<file path="config.mk">
export PLATFORM = sky130hd
export DESIGN_NAME = spi_byte_engine
export DESIGN_NICKNAME = d
export VERILOG_FILES = /design/src/rtl/spi_engine_pkg.sv /design/src/rtl/spi_half_period.sv /design/src/rtl/spi_byte_engine.sv
export SDC_FILE = /design/constraint.sdc
export NUM_CORES = 1
export LEC_CHECK = 0
export ABC_AREA = 1
export CAP_MARGIN = 20
export CORE_ASPECT_RATIO = 1.75
export CORE_UTILIZATION = 57
export DETAILED_ROUTE_END_ITERATION = 8
export PLACE_DENSITY = 0.83
export REMOVE_ABC_BUFFERS = 1
export SLEW_MARGIN = 20
export SYNTH_ARGS = -nofsm -noshare
export SYNTH_HDL_FRONTEND = slang
export SYNTH_SLANG_ARGS = --single-unit
export TNS_END_PERCENT = 1
</file>
<file path="constraint.sdc">
create_clock -name clk_i -period 4.1 [get_ports clk_i]
set_input_delay 0.41 -clock clk_i [delete_from_list [all_inputs] [get_ports clk_i]]
set_output_delay 0.41 -clock clk_i [all_outputs]
set_load 0.02 [all_outputs]
</file>
<file path="src/rtl/spi_engine_pkg.sv">
//==============================================================================
// Module      : spi_engine_pkg
// Description : State encoding and divider legality check for spi_byte_engine.
// Revision    : 1.0 - initial release
//==============================================================================
`default_nettype none

package spi_engine_pkg;

   localparam logic [1:0] c_ST_IDLE   = 2'd0;
   localparam logic [1:0] c_ST_SETUP  = 2'd1;
   localparam logic [1:0] c_ST_HOLD   = 2'd2;
   localparam logic [1:0] c_ST_FINISH = 2'd3;

   localparam int c_DIV_MAX = 15;

   function automatic logic div_is_legal(input int div, input int div_w);
      return (div >= 1) && (div <= c_DIV_MAX) && (div < (1 << div_w));
   endfunction

endpackage

`default_nettype wire

</file>
<file path="src/rtl/spi_half_period.sv">
//==============================================================================
// Module      : spi_half_period
// Description : SCK half-period counter; tick_o marks the last cycle of a phase.
// Revision    : 1.0 - initial release
//==============================================================================
`default_nettype none

module spi_half_period #(
   parameter int DIV   = 2,
   parameter int DIV_W = 4
) (
   input  logic clk_i,
   input  logic rst_i,
   input  logic load_i,
   input  logic en_i,
   output logic tick_o
);

   localparam logic [DIV_W-1:0] c_LAST = DIV_W'(DIV - 1);
   localparam logic [DIV_W-1:0] c_ONE  = DIV_W'(1);

   logic [DIV_W-1:0] cnt_q;
   logic [DIV_W-1:0] cnt_d;

   assign tick_o = en_i && (cnt_q == c_LAST);

   always_comb begin
      cnt_d = cnt_q;
      if (load_i) begin
         cnt_d = '0;
      end else if (en_i) begin
         cnt_d = tick_o ? '0 : cnt_q + c_ONE;
      end
   end

   always_ff @(posedge clk_i) begin
      if (rst_i) begin
         cnt_q <= '0;
      end else begin
         cnt_q <= cnt_d;
      end
   end

endmodule

`default_nettype wire

</file>
<file path="src/rtl/spi_byte_engine.sv">
//==============================================================================
// Module      : spi_byte_engine
// Description : SPI mode-0 byte shifter: MSB-first TX on SCK/MOSI, parallel RX.
//               Define SPI_QUEUE_EN to add a one-byte holding register.
// Revision    : 1.0 - initial release
//==============================================================================
`default_nettype none

module spi_byte_engine
   import spi_engine_pkg::*;
#(
   parameter int DIV   = 2,
   parameter int DIV_W = 4
) (
   input  logic       clk_i,
   input  logic       rst_i,
   input  logic       wr_stb_i,
   input  logic [7:0] wr_data_i,
   input  logic       miso_i,
   input  logic       clr_ovr_i,
   output logic       sck_o,
   output logic       mosi_o,
   output logic       busy_o,
   output logic       done_o,
   output logic [7:0] rx_data_o,
   output logic       overrun_o
);

   // An out-of-range divider falls back to the fastest legal rate.
   localparam logic c_DIV_OK  = div_is_legal(DIV, DIV_W);
   localparam int   c_DIV_EFF = c_DIV_OK ? DIV : 1;

   logic [1:0] state_q, state_d;
   logic [2:0] bit_q, bit_d;
   logic [7:0] tx_q, tx_d;
   logic [7:0] rx_q, rx_d;
   logic [7:0] rx_data_q, rx_data_d;
   logic       sck_q, sck_d;
   logic       mosi_q, mosi_d;
   logic       busy_q, busy_d;
   logic       done_q, done_d;
   logic       ovr_q, ovr_d;
   logic       w_div_load;
   logic       w_div_en;
   logic       w_tick;
   logic       w_drop;
`ifdef SPI_QUEUE_EN
   logic [7:0] hold_q, hold_d;
   logic       hold_vld_q, hold_vld_d;
`endif

   spi_half_period #(
      .DIV   (c_DIV_EFF),
      .DIV_W (DIV_W)
   ) u_half_period (
      .clk_i  (clk_i),
      .rst_i  (rst_i),
      .load_i (w_div_load),
      .en_i   (w_div_en),
      .tick_o (w_tick)
   );

   always_comb begin
      state_d    = state_q;
      bit_d      = bit_q;
      tx_d       = tx_q;
      rx_d       = rx_q;
      rx_data_d  = rx_data_q;
      sck_d      = sck_q;
      mosi_d     = mosi_q;
      busy_d     = busy_q;
      done_d     = 1'b0;
      w_div_load = 1'b0;
      w_div_en   = 1'b0;
      w_drop     = 1'b0;
`ifdef SPI_QUEUE_EN
      hold_d     = hold_q;
      hold_vld_d = hold_vld_q;
      // During FINISH an empty holding register is bypassed: the byte starts directly.
      if (wr_stb_i && busy_q) begin
         if (hold_vld_q) begin
            w_drop = 1'b1;
         end else if (state_q != c_ST_FINISH) begin
            hold_d     = wr_data_i;
            hold_vld_d = 1'b1;
         end
      end
`else
      w_drop = wr_stb_i && busy_q;
`endif

      case (state_q)
         c_ST_IDLE: begin
            if (wr_stb_i) begin
               state_d    = c_ST_SETUP;
               tx_d       = wr_data_i;
               mosi_d     = wr_data_i[7];
               busy_d     = 1'b1;
               bit_d      = 3'd0;
               w_div_load = 1'b1;
            end
         end
         c_ST_SETUP: begin
            w_div_en = 1'b1;
            if (w_tick) begin
               state_d = c_ST_HOLD;
               sck_d   = 1'b1;
               rx_d    = {rx_q[6:0], miso_i};
            end
         end
         c_ST_HOLD: begin
            w_div_en = 1'b1;
            if (w_tick) begin
               sck_d = 1'b0;
               if (bit_q != 3'd7) begin
                  state_d = c_ST_SETUP;
                  bit_d   = bit_q + 3'd1;
                  tx_d    = {tx_q[6:0], tx_q[7]};
                  mosi_d  = tx_q[6];
               end else begin
                  state_d   = c_ST_FINISH;
                  rx_data_d = rx_q;
                  done_d    = 1'b1;
               end
            end
         end
         c_ST_FINISH: begin
`ifdef SPI_QUEUE_EN
            if (hold_vld_q) begin
               state_d    = c_ST_SETUP;
               tx_d       = hold_q;
               mosi_d     = hold_q[7];
               bit_d      = 3'd0;
               w_div_load = 1'b1;
               hold_vld_d = 1'b0;
            end else if (wr_stb_i) begin
               state_d    = c_ST_SETUP;
               tx_d       = wr_data_i;
               mosi_d     = wr_data_i[7];
               bit_d      = 3'd0;
               w_div_load = 1'b1;
            end else begin
               state_d = c_ST_IDLE;
               busy_d  = 1'b0;
            end
`else
            state_d = c_ST_IDLE;
            busy_d  = 1'b0;
`endif
         end
         default: begin
            state_d = c_ST_IDLE;
            busy_d  = 1'b0;
         end
      endcase

      // A new overrun takes priority over a coincident clear.
      if (w_drop) begin
         ovr_d = 1'b1;
      end else if (clr_ovr_i) begin
         ovr_d = 1'b0;
      end else begin
         ovr_d = ovr_q;
      end
   end

   always_ff @(posedge clk_i) begin
      if (rst_i) begin
         state_q    <= c_ST_IDLE;
         bit_q      <= 3'd0;
         tx_q       <= 8'h00;
         rx_q       <= 8'h00;
         rx_data_q  <= 8'h00;
         sck_q      <= 1'b0;
         mosi_q     <= 1'b0;
         busy_q     <= 1'b0;
         done_q     <= 1'b0;
         ovr_q      <= 1'b0;
`ifdef SPI_QUEUE_EN
         hold_q     <= 8'h00;
         hold_vld_q <= 1'b0;
`endif
      end else begin
         state_q    <= state_d;
         bit_q      <= bit_d;
         tx_q       <= tx_d;
         rx_q       <= rx_d;
         rx_data_q  <= rx_data_d;
         sck_q      <= sck_d;
         mosi_q     <= mosi_d;
         busy_q     <= busy_d;
         done_q     <= done_d;
         ovr_q      <= ovr_d;
`ifdef SPI_QUEUE_EN
         hold_q     <= hold_d;
         hold_vld_q <= hold_vld_d;
`endif
      end
   end

   assign sck_o     = sck_q;
   assign mosi_o    = mosi_q;
   assign busy_o    = busy_q;
   assign done_o    = done_q;
   assign rx_data_o = rx_data_q;
   assign overrun_o = ovr_q;

endmodule

`default_nettype wire

</file>
==> run_results.csv <==
group,metric,value,unit
worst_setup_path,end_kind,"register",
logic_synthesis,ys_warn_count,0,
global_routing,grt_overflow,0,
timing,fin_ws,2.08,ns
run_status,status,"complete, but fails checks",
logic_synthesis,yosysTopAreaCellShare,42.1,%
power,powerDensity,544,mW/mm^2
logic_synthesis,synth_compound_area_share,14.9,%
drt,remaining_drc_errors,3,
worst_setup_path,crit_arrival,2.21,ns
finish,multi_input_area,896,um^2
cts,tritoncts,"built",
logic_synthesis,synth-simple-area-share,28.1,%
timing,worstMarginPinSlew,0.773,ns
place,post-dp-hpwl,2.24,mm
power,leakage,0.914,nW
place,dp_worst_setup_slack,1.97,ns
global_routing,grt_pass1_wl,5.29,mm
cts,htreeDepth,2,
run_status,violations,"design-rule violations",
global_routing,grt_most_used_layer,"met2",
finish,regArea,741,um^2
timing,max_slew_margin,48.4,%
place,io_buffers,25,
logic_synthesis,yosys.area.top_type,"dfxtp_1",
global_routing,grt_max_degree,31,
min_path,min_path_type,"register to register",
cts,cts_buffers,5,
logic_synthesis,synthTopCellsByArea,"dfxtp_1, nor2_1, nand2_1",
global_routing,grt_pass1_vias,1295,
drt,ant_nets,0,
logic_synthesis,muxShareOfSynthArea,0,%
drt,post_drt_wl_per_cell,11.6,um
cts,clockBufferDepth,2,
logic_synthesis,netlist_area,0.00176,mm^2
power,pwr-share-seq,42.1,%
logic_synthesis,syn_area_per_cell,7.81,um^2
cts,postCtsSetupBuffers,0,
worst_setup_path,cp.required,4.29,ns
power,combPwrFrac,35.8,%
global_routing,grt_usage,21.5,%
global_routing,antenna_found_initial,0,
run,maxCapViolations,0,
timing,final_hold_viol_count,0,
die,die_area,0.00332,mm^2
logic_synthesis,ys_ff_latch,37,
logic_synthesis,synthAdderAreaFrac,6.41,%
place,dpl_cell_area,0.00197,mm^2
timing,rsz0062_at_grt,"no",
drt,drt_pre_antenna_iters,6,
die,dieWidth,44.0,um
finish,diodes,0,
finish,layout_commonest_cell,"nor2_1",
worst_setup_path,setup.worst_path.class,"register to register",
timing,setup_viol,0,
logic_synthesis,ys_seq_area_share,42.1,%
power,swShare,37.4,%
timing,min_period,2.02,ns
cts,cts_hold_buf,0,
power,switchingPower,0.418,mW
global_routing,grtUsageMet1,20.9,%
cts,insertion_delay,0.29,ns
die,core-area,0.00293,mm^2
logic_synthesis,ys_types,31,
global_routing,use_met3,4.50,%
place,gp_congestion,0.768,
worst_setup_path,worstPathMaxFanout,22,
global_routing,met2_usage,41.3,%
die,rows,26,
die,start_util,60.0,%
finish,drive_gt1_share,8.03,%
finish,nets,270,
finish,fill_cells,244,
drt,drt_iter0_drc,35,
power,total_power,1.12,mW
die,io-pin-count,26,
logic_synthesis,synthXorXnorAreaFrac,1.49,%
cts,ctsResizeCount,0,
finish,layout_common_cells,"nor2_1, dfxtp_1, nand2_1, clkdlybuf4s50_1, o21ai_0",
finish,final_area,0.00205,mm^2
cts,cts.clk_slew.worst_paths,0.08,ns
die,die_y,75.5,um
cts,cts_sinks,37,
timing,fin_skew,0.00594,ns
timing,fin_crit_sh,49.3,%
cts,cts_root_buf,"clkbuf_8",
worst_setup_path,startpoint_type,"register",
logic_synthesis,synth_top_family_by_area,"simple AND/OR/NAND/NOR gates",
timing,finalSetupTns,0,ns
power,pwr-share-clk,22.1,%
timing,fmax,0.495,GHz
power,vdd_ir_drop_max,0.497,mV
finish,area_delta_synth_final,16.8,%
logic_synthesis,syn_inst,225,
drt,vias,1489,
timing,slew_viol_final,0,
power,power.internal,0.699,mW
drt,wl,3.21,mm
drt,avgViaCountPerCell,5.38,
## per-stage QoR
stage	hold slack [ns]	util, %	std cells
global route	0.495	70.1	277
CTS	0.467	70.1	277
finish	0.459	70.1	277
floorplan	0.450	-	216
detailed placement	0.456	67.2	269
global placement	0.460	67.2	269
## Yosys cell counts
cell	n
nor2_1	51
dfxtp_1	37
nand2_1	33
o21ai_0	17
a21oi_1	16
nand3_1	14
inv_1	10
ha_1	9
a21boi_0	8
buf_6	5
clkbuf_1	2
inv_2	2
nand2_2	2
xor2_1	2
a211oi_1	1
a21oi_4	1
buf_2	1
buf_4	1
nand2_4	1
nand3_4	1
nand4_1	1
nor2_2	1
nor2_4	1
nor2_8	1
nor3_1	1
o21ai_1	1
o21ai_2	1
or2_0	1
or2_1	1
or2_2	1
xnor2_1	1
## kinds of logic (layout without fill, tap and decap cells)
group / count (synthesis) / in the layout
flip-flops: 37 / 37
adder cells (fa/ha/maj): 9 / 9
buffers and inverters: 21 / 45
AND/OR/NAND/NOR: 110 / 110
AO/OA/AOI/OAI: 45 / 45
XOR/XNOR: 3 / 3
## routing by layer
metal | vias up | share of wire [%]
met5 | - | 0
met4 | 0 | 2.1
met1 | 678 | 41
met3 | 6 | 4.0
met2 | 31 | 53
li1 | 774 | -
## final timing paths
kind | startpoint | endpoint | slack (ns) | cells after the start
max reg2reg | state_q[0] | bit_q[0] | 2.08 | 7
min | overrun_o | overrun_o | 0.46 | 2
min reg2reg | overrun_o | overrun_o | 0.46 | 2
max | state_q[0] | bit_q[0] | 2.08 | 7
## worst max-delay path, cell delays in order (launching register included)
cell,delay [ns]
dfxtp_1,0.35
inv_1,0.11
ha_1,0.56
nand2_2,0.14
a21oi_4,0.46
nand3_1,0.15
nand2_1,0.09
nor2_1,0.05
## area by class of cell
class / instances / area share, %
inverters: 12 / 2.19
well taps: 28 / 1.71
flip-flops and latches: 37 / 36.1
multi-input cells: 167 / 43.6
clock inverters: 3 / 0.853
repair buffers: 25 / 12.2
clock buffers: 5 / 3.35
## registers in the layout, summed over array words and instances (netlist names)
signal and count:
tx_q 8, rx_data_o 8, sck_o 1, rx_q 8, u_half_period.cnt_q 4, busy_o 1, bit_q 3, done_o 1
overrun_o 1, state_q 2
## power groups by stage
| stage | clock [mW] | sequential (mW) | combinational, mW |
|---|---|---|---|
| after detailed placement | 0 | 0.478 | 0.402 |
| after global routing | 0.265 | 0.479 | 0.459 |
| after CTS | 0.253 | 0.470 | 0.404 |
| after global placement | 0 | 0.476 | 0.394 |
| after floorplan | 0 | 0.480 | 0.303 |
| final | 0.247 | 0.470 | 0.400 |
No activity file was read; power rests on OpenSTA's default activity.
